[src/rtl/mat_det_pkg.sv]
// Shared constants, FSM state type and 3x3-to-4x4 index mapping for the
// determinant loader.
package mat_det_pkg;

  localparam int unsigned MAT_DIM    = 4;
  localparam int unsigned MAT_ELEMS  = 16;
  localparam int unsigned MAT3_ELEMS = 9;
  localparam int unsigned IDX_W      = 4;
  localparam int unsigned CNT_W      = 4;

  typedef enum logic [1:0] {
    LOAD = 2'd0,
    WAIT = 2'd1,
    OUT  = 2'd2
  } state_e;

  // Row-major 3x3 element index -> row-major 4x4 position (top-left block).
  function automatic logic [IDX_W-1:0] idx3_to_4(input logic [IDX_W-1:0] i3);
    int unsigned row;
    int unsigned col;
    row = 32'(i3) / 32'd3;
    col = 32'(i3) % 32'd3;
    return IDX_W'(row * MAT_DIM + col);
  endfunction

endpackage

[src/rtl/mat_det_loader.sv]
// Streams matrix elements into a 16-element operand bus, waits the determinant
// latency, then returns the result. Optional 3x3 mode: MAT_DET_LOADER_SIZE3_EN.
module mat_det_loader
  import mat_det_pkg::*;
#(
  parameter int unsigned DATA_W  = 8,
  parameter int unsigned RES_W   = 8,
  parameter int unsigned DET_LAT = 4
) (
  input  logic                        clk,
  input  logic                        rst_n,
  input  logic [DATA_W-1:0]           in_data,
  input  logic                        in_valid,
  output logic                        in_ready,
  output logic [MAT_ELEMS*DATA_W-1:0] mat_flat,
  input  logic [RES_W-1:0]            det_result,
  output logic [RES_W-1:0]            res_data,
  output logic                        res_valid,
  input  logic                        res_ready,
`ifdef MAT_DET_LOADER_SIZE3_EN
  input  logic                        mode_3x3,
`endif
  output logic                        busy
);

  state_e                             state_q, state_d;
  logic [IDX_W-1:0]                   idx_q, idx_d;
  logic [CNT_W-1:0]                   cnt_q, cnt_d;
  logic [MAT_ELEMS-1:0][DATA_W-1:0]   mat_q, mat_d;
  logic [RES_W-1:0]                   res_q, res_d;
  logic                               in_ready_q, in_ready_d;
  logic                               res_valid_q, res_valid_d;
  logic                               busy_q, busy_d;

  logic                               accept_c;
  logic [IDX_W-1:0]                   wr_pos_c;
  logic                               last_c;
  logic                               fill3_c;

  assign accept_c = in_valid & in_ready_q;

`ifdef MAT_DET_LOADER_SIZE3_EN
  logic mode_q, mode_d;
  logic mode_now_c;

  // Mode is latched on element 0 and governs placement of the whole matrix.
  always_comb begin
    mode_now_c = (idx_q == '0) ? mode_3x3 : mode_q;
    mode_d     = mode_q;
    if (accept_c && (idx_q == '0)) begin
      mode_d = mode_3x3;
    end
    if (mode_now_c) begin
      wr_pos_c = idx3_to_4(idx_q);
      last_c   = (idx_q == IDX_W'(MAT3_ELEMS - 1));
      fill3_c  = 1'b1;
    end else begin
      wr_pos_c = idx_q;
      last_c   = (idx_q == IDX_W'(MAT_ELEMS - 1));
      fill3_c  = 1'b0;
    end
  end

  always_ff @(posedge clk) begin
    if (!rst_n) begin
      mode_q <= 1'b0;
    end else begin
      mode_q <= mode_d;
    end
  end
`else
  assign wr_pos_c = idx_q;
  assign last_c   = (idx_q == IDX_W'(MAT_ELEMS - 1));
  assign fill3_c  = 1'b0;
`endif

  // Next-state, datapath updates and registered-output decode.
  always_comb begin
    state_d = state_q;
    idx_d   = idx_q;
    cnt_d   = cnt_q;
    mat_d   = mat_q;
    res_d   = res_q;

    case (state_q)
      LOAD: begin
        if (accept_c) begin
          mat_d[wr_pos_c] = in_data;
          idx_d           = idx_q + IDX_W'(1);
          if (last_c) begin
            if (fill3_c) begin
              // Embed 3x3 so the 4x4 determinant equals the 3x3 one.
              mat_d[3]  = '0;
              mat_d[7]  = '0;
              mat_d[11] = '0;
              mat_d[12] = '0;
              mat_d[13] = '0;
              mat_d[14] = '0;
              mat_d[15] = DATA_W'(1);
            end
            idx_d   = '0;
            cnt_d   = CNT_W'(DET_LAT - 1);
            state_d = WAIT;
          end
        end
      end
      WAIT: begin
        if (cnt_q == '0) begin
          res_d   = det_result;
          state_d = OUT;
        end else begin
          cnt_d = cnt_q - CNT_W'(1);
        end
      end
      OUT: begin
        if (res_valid_q && res_ready) begin
          state_d = LOAD;
        end
      end
      default: state_d = LOAD;
    endcase

    in_ready_d  = (state_d == LOAD);
    res_valid_d = (state_d == OUT);
    busy_d      = (state_d != LOAD);
  end

  always_ff @(posedge clk) begin
    if (!rst_n) begin
      state_q     <= LOAD;
      idx_q       <= '0;
      cnt_q       <= '0;
      mat_q       <= '0;
      res_q       <= '0;
      in_ready_q  <= 1'b0;
      res_valid_q <= 1'b0;
      busy_q      <= 1'b0;
    end else begin
      state_q     <= state_d;
      idx_q       <= idx_d;
      cnt_q       <= cnt_d;
      mat_q       <= mat_d;
      res_q       <= res_d;
      in_ready_q  <= in_ready_d;
      res_valid_q <= res_valid_d;
      busy_q      <= busy_d;
    end
  end

  assign in_ready  = in_ready_q;
  assign res_valid = res_valid_q;
  assign busy      = busy_q;
  assign res_data  = res_q;
  assign mat_flat  = mat_q;

endmodule
[config.mk]
export PLATFORM = sky130hd
export DESIGN_NAME = mat_det_loader
export DESIGN_NICKNAME = d
export VERILOG_FILES = /design/src/rtl/mat_det_pkg.sv /design/src/rtl/mat_det_loader.sv
export SDC_FILE = /design/constraint.sdc
export NUM_CORES = 1
export LEC_CHECK = 0
export ABC_AREA = 1
export CORE_MARGIN = 3
export CORE_UTILIZATION = 51
export DETAILED_ROUTE_END_ITERATION = 8
export GPL_ROUTABILITY_DRIVEN = 0
export PLACE_DENSITY = 0.82
export SLEW_MARGIN = 15
export SYNTH_ARGS = -nofsm -noshare
export SYNTH_HDL_FRONTEND = slang
export SYNTH_SLANG_ARGS = --single-unit
[constraint.sdc]
create_clock -name clk -period 3.1 [get_ports clk]
set_clock_uncertainty 0.2 [all_clocks]
set_input_delay 0.465 -clock clk [delete_from_list [all_inputs] [get_ports clk]]
set_output_delay 0.465 -clock clk [all_outputs]
set_load 0.05 [all_outputs]
==> results of run 1 <==
==> cell usage after synthesis (all sizes together) <==
cell type,n
nor2,93
clkbuf,16
dfxtp,149
nand3,87
clkinv,2
o21ai,36
nor3,4
ha,5
a21oi,112
inv,24
buf,21
nand2,163
==> path summary, 6_finish.rpt <==
path                                to                        from  cells after the start  slack, ns
min          mat_flat[10]$_SDFFE_PN0P_   mat_flat[10]$_SDFFE_PN0P_                      2       0.26
max reg2reg   mat_flat[7]$_SDFFE_PN0P_         in_ready$_SDFF_PN0_                      6       1.09
max                      mat_flat[117]  mat_flat[117]$_SDFFE_PN0P_                      1       0.73
min reg2reg  mat_flat[10]$_SDFFE_PN0P_   mat_flat[10]$_SDFFE_PN0P_                      2       0.26
==> sequential cells by signal, indices dropped and copies added, names as in the netlist <==
name / count
res_data: 8
in_ready: 1
state_q: 2
busy: 1
idx_q: 4
res_valid: 1
cnt_q: 4
mat_flat: 128
==> report_power, final <==
part           total, uW  switching, uW  leakage, uW  internal, uW
combinational        240            172      0.00126          67.6
sequential          1940           8.54      0.00120          1930
clock               2270            781     0.000317          1490
total               4440            962      0.00277          3480
==> cells in the final DEF, fill, tap and decap left out, drive strengths merged, types with 6 or more instances in the layout <==
cell type,n
a21oi,112
buf,6
bufinv,6
nand2,163
nor2,93
dfxtp,149
nand3,87
clkinv,7
clkbuf,18
inv,24
clkdlybuf4s50,158
o21ai,36
==> metal layers <==
layer	GRT usage (%)	vias to the layer above	share of wire, %
met2	45.0	256	50
met3	7.88	43	7.8
met5	0	-	0
met4	9.98	0	2.7
met1	30.9	2554	40
li1	-	2644	-
==> cell type report <==
cell class                 count  area, um2
clock inverter                12        228
sequential                   149       2980
tap                          136        170
timing repair buffer         164       1650
multi-input combinational    500       2400
fill                         778       2580
inverter                      26        109
clock buffer                  18        428
==> per-stage QoR <==
| step | total power (uW) | hold WS [ns] | std cells |
|---|---|---|---|
| 2_1_floorplan | 2120 | 0.275 | 712 |
| 3_3_place_gp | 2210 | 0.249 | 975 |
| 3_5_place_dp | 2210 | 0.253 | 975 |
| 4_1_cts | 4450 | 0.261 | 1005 |
| 5_1_grt | 4540 | 0.276 | 1005 |
| 6_report | 4440 | 0.260 | 1005 |
==> kinds of logic (layout without fill, tap and decap cells) <==
kind of cell	Yosys count	count (layout)
buf+inv	63	220
simple gates	347	347
fa+ha+maj	5	5
compound gates	148	148
flops	149	149
==> metrics.cfg, run 1 <==
[worst_setup_path]
cp_num_buf_inv=1
start_kind=register
cpLargestDelayFamily=buffers and inverters
cp.arrival_ns=1.70
crit_path_max_incr_delay_ns=0.82
critPathRequiredTime_ns=2.43
crit_chain=clkdlybuf4s50_1
path_max_fanout=2
worst_setup_path_end_kind=primary output
crit_type=reg2out
cpMaxStageDelayCell=clkdlybuf4s50_1

[floorplanning]
die_h_um=111
fp-row-count=37
die_area_um2=12400
die_width_um=111
initial_core_util_pct=53.7
io_pins=159
coreArea_um2=10600

[global_route]
overflow=0
grt_pass1_vias=5346
antenna_found_initial=0
track_usage_pct=26.2
grt_pass1_wl_um=26600
grt_max_degree=53

[logic_synthesis]
synth_compound_area_share_pct=13.1
synth-simple-area-share_pct=28.2
synth_top_family_by_area=simple AND/OR/NAND/NOR gates
synth_mux_area_share_pct=0
syn_avg_cell_area_um2=7.97
synth_xor_xnor_area_share_pct=0
syn_area_um2=5670
syn_inst=712
synthAdderAreaFrac_pct=1.10
ys_seq_elements=149
yosysSeqAreaShare_pct=52.6
syn_nets=737
yosys-top-cells-area=dfxtp_1 53%, a21oi_1 9.8%, nand2_1 9.5%, nand3_1 7.5%, nor2_1 5.2%
synth_cell_type_count=22
yosys_warnings=0
synth_top_area_share_pct=52.6
yosys.area.top_type=dfxtp_1

[place]
dp_hpwl_um=10800
portBuffers=158
pre_cts_ws_ns=0.544
place_area_um2=7320

[drt]
drc_errors=0
route.vias.total=5497
routed_wl_um=16700
initialDrtViolationCount=363
ant_nets=0
wl_per_cell_um=16.7
viasPerCell=5.47
drt_first_pass_iters=6

[clocking]
h-tree-depth=4
postCtsHoldBufs=0
clk_pin_slew_ns=0.06
cts_setup_buffers=0
worstSkewPairLatency_ns=0.51
cts_tree=yes
cts_resized=0
cts_root_buf=clkbuf_8
cts_sinks=149
max-clock-path-buffers=2
cts_buffers=17

[sta]
final.setup.tns_ns=0
maxSlewViolCount=0
fin_crit_sh_pct=76.4
max_freq_mhz=422
final-hold-violation-count=0
min_period_ns=2.37
finalSetupViolations=0
slew_headroom_pct=37.2
rsz0062_at_grt=no
setup_slack_ns=0.730
worstMarginPinSlew_ns=0.939

[layout]
finalInstanceArea_um2=7970
post-route-util_pct=75.5
fin_nets=883
insertedDiodeCount=0
syn2layout_area_growth_pct=40.6
drive_above_1_share_pct=9.55

[power_and_ir_drop]
p_leak_uw=0.00277
p_per_area_nw_per_um2=557
ir_drop_mv=0.322

[worst_hold_path]
hold_path_class=reg2reg

[run_status]
status=finished, final reports clean

[run]
drv_cap=0

(Power assumes the default switching activity.)
==> inputs of run 2 (changes only) <==
- CORE_UTILIZATION: 51 -> 48
- PLACE_DENSITY: 0.82 -> 0.78
- clock period: 3.1 -> 2.45 ns (I/O delays scaled with it)
==> run 2 against run 1 <==
Count of clock-buffer cells in the layout grew 4; register-to-register slack lost 0.54 ns; cell count grew 1.5%; utilization shrank 5.3 points; wire length is essentially flat; non-clock buffer count grew 7; sequential cell count is the same; largest power group unchanged.
==> metrics.cfg, run 2 (same netlist as run 1, synthesis figures left out) <==
[clocking]
worstSkewPairLatency_ns=0.42
max-clock-path-buffers=2
cts_tree=yes
h-tree-depth=4
clk_pin_slew_ns=0.06
cts_root_buf=clkbuf_16
cts_buffers=17
cts_sinks=149
cts_resized=0
postCtsHoldBufs=0
cts_setup_buffers=0

[sta]
worstMarginPinSlew_ns=0.567
slew_headroom_pct=62.1
fin_crit_sh_pct=89.5
holdWs_ns=0.262
rsz0062_at_grt=no
maxSlewViolCount=0
finalSetupViolations=0
final-hold-violation-count=0
max_freq_mhz=456
min_period_ns=2.19
final.setup.tns_ns=0

[drt]
drc_errors=0
ant_nets=0
wl_per_cell_um=16.4
route.vias.total=5489
viasPerCell=5.38
routed_wl_um=16700
drt_first_pass_iters=7
initialDrtViolationCount=452

[power_and_ir_drop]
pwr-share-comb_pct=5.6
p_per_area_nw_per_um2=698
clkPwrFrac_pct=50.8
ir_drop_mv=0.616
p_leak_uw=0.00282
p_int_uw=4410
p_sw_share_pct=21.5
p_seq_share_pct=43.6
p_sw_uw=1210

[worst_setup_path]
cp-startpoint=mat_flat[38]$_SDFFE_PN0P_
rr_worst_depth=7
start_kind=register
cp.arrival_ns=1.62
path_max_fanout=2
crit_chain=clkdlybuf4s50_1
cpMaxStageDelayCell=clkdlybuf4s50_1
worstSetupEndpoint=mat_flat[38]
worst_setup_path_end_kind=primary output
r2r-start=idx_q[0]$_SDFFE_PN0P_
critPathRequiredTime_ns=1.88
r2r_slack_ns=0.55
crit_type=reg2out
cp_num_buf_inv=1
crit_cells=1
cpLargestDelayFamily=buffers and inverters
rr_endpoint=mat_flat[48]$_SDFFE_PN0P_
crit_path_max_incr_delay_ns=0.86

[place]
portBuffers=158
dp_hpwl_um=10900

[floorplanning]
fp-row-count=39
die_area_um2=13200
die_width_um=115
io_pins=159
initial_core_util_pct=49.5
die_h_um=115
coreArea_um2=11500

[global_route]
grt_pass1_vias=5294
track_usage_pct=25.7
grt_max_degree=78
overflow=0
grt_pass1_wl_um=26600
antenna_found_initial=0

[run]
drv_cap=0

[worst_hold_path]
hold_path_class=reg2reg
whs_path_depth=2

[layout]
fin_nets=890
drive_above_1_share_pct=10.1
insertedDiodeCount=0
final_common_cell=clkdlybuf4s50_1
largest_reg_flops=128
layout_common_cells=158 x clkdlybuf4s50_1, 149 x dfxtp_1, 143 x nand2_1
syn2layout_area_growth_pct=42.0
fill_cells=919

[run_status]
status=finished, final reports clean

## run 2: worst min-delay path by stage
stage | from | end | slack [ns]
2_1_floorplan | cnt_q[3]$_SDFFE_PN0P_ | cnt_q[3]$_SDFFE_PN0P_ | 0.27
3_5_place_dp | mat_flat[49]$_SDFFE_PN0P_ | mat_flat[49]$_SDFFE_PN0P_ | 0.25
3_3_place_gp | mat_flat[37]$_SDFFE_PN0P_ | mat_flat[37]$_SDFFE_PN0P_ | 0.25
6_report | mat_flat[101]$_SDFFE_PN0P_ | mat_flat[101]$_SDFFE_PN0P_ | 0.26
4_1_cts | mat_flat[49]$_SDFFE_PN0P_ | mat_flat[49]$_SDFFE_PN0P_ | 0.26
5_1_grt | mat_flat[49]$_SDFFE_PN0P_ | mat_flat[49]$_SDFFE_PN0P_ | 0.27
## run 2: worst register-to-register path: stages, from the launching register on
cell and delay, ns:
dfxtp_1 0.35, inv_1 0.11, ha_1 0.15, inv_1 0.16, nor2_2 0.41, nand2_2 0.21, nand2_1 0.11, a21oi_1 0.07
## run 2: per-stage QoR
stage | power [uW] | cell area [um2] | setup slack, ns | utilization, % | instances
after floorplan | 2680 | 5670 | 0.535 | - | 712
after global placement | 2810 | 7400 | 0.290 | 64.6 | 989
after detailed placement | 2810 | 7400 | 0.225 | 64.6 | 989
after CTS | 5640 | 8050 | 0.259 | 70.2 | 1020
after global routing | 5780 | 8050 | 0.226 | 70.2 | 1020
final | 5620 | 8050 | 0.258 | 70.2 | 1020
## run 2: power by group through the flow
| stage | Sequential, uW | Combinational, uW | Clock, uW |
|---|---|---|---|
| after floorplan | 2540 | 138 | 0 |
| after global placement | 2500 | 307 | 0 |
| after detailed placement | 2500 | 312 | 0 |
| after CTS | 2450 | 314 | 2880 |
| after global routing | 2450 | 338 | 2990 |
| final | 2450 | 317 | 2850 |
## run 2: area by class of cell
class                           count  area, um2  area share [%]
Inverter                           26        108            1.34
Multi-Input combinational cell    500       2400            29.9
Tap cell                          143        179            2.22
Sequential cell                   149       2980            37.0
Timing Repair Buffer              171       1730            21.5
Clock buffer                       22        474            5.89
Clock inverter                      9        174            2.16
## run 2: per-layer routing
layer | part of all wire, % | global-route usage [%] | vias to the layer above
met2 | 48 | 41.4 | 231
met3 | 8.1 | 6.77 | 44
met4 | 2.4 | 11.1 | 0
met5 | 0 | 0 | -
met1 | 41 | 32.5 | 2567
li1 | - | - | 2647
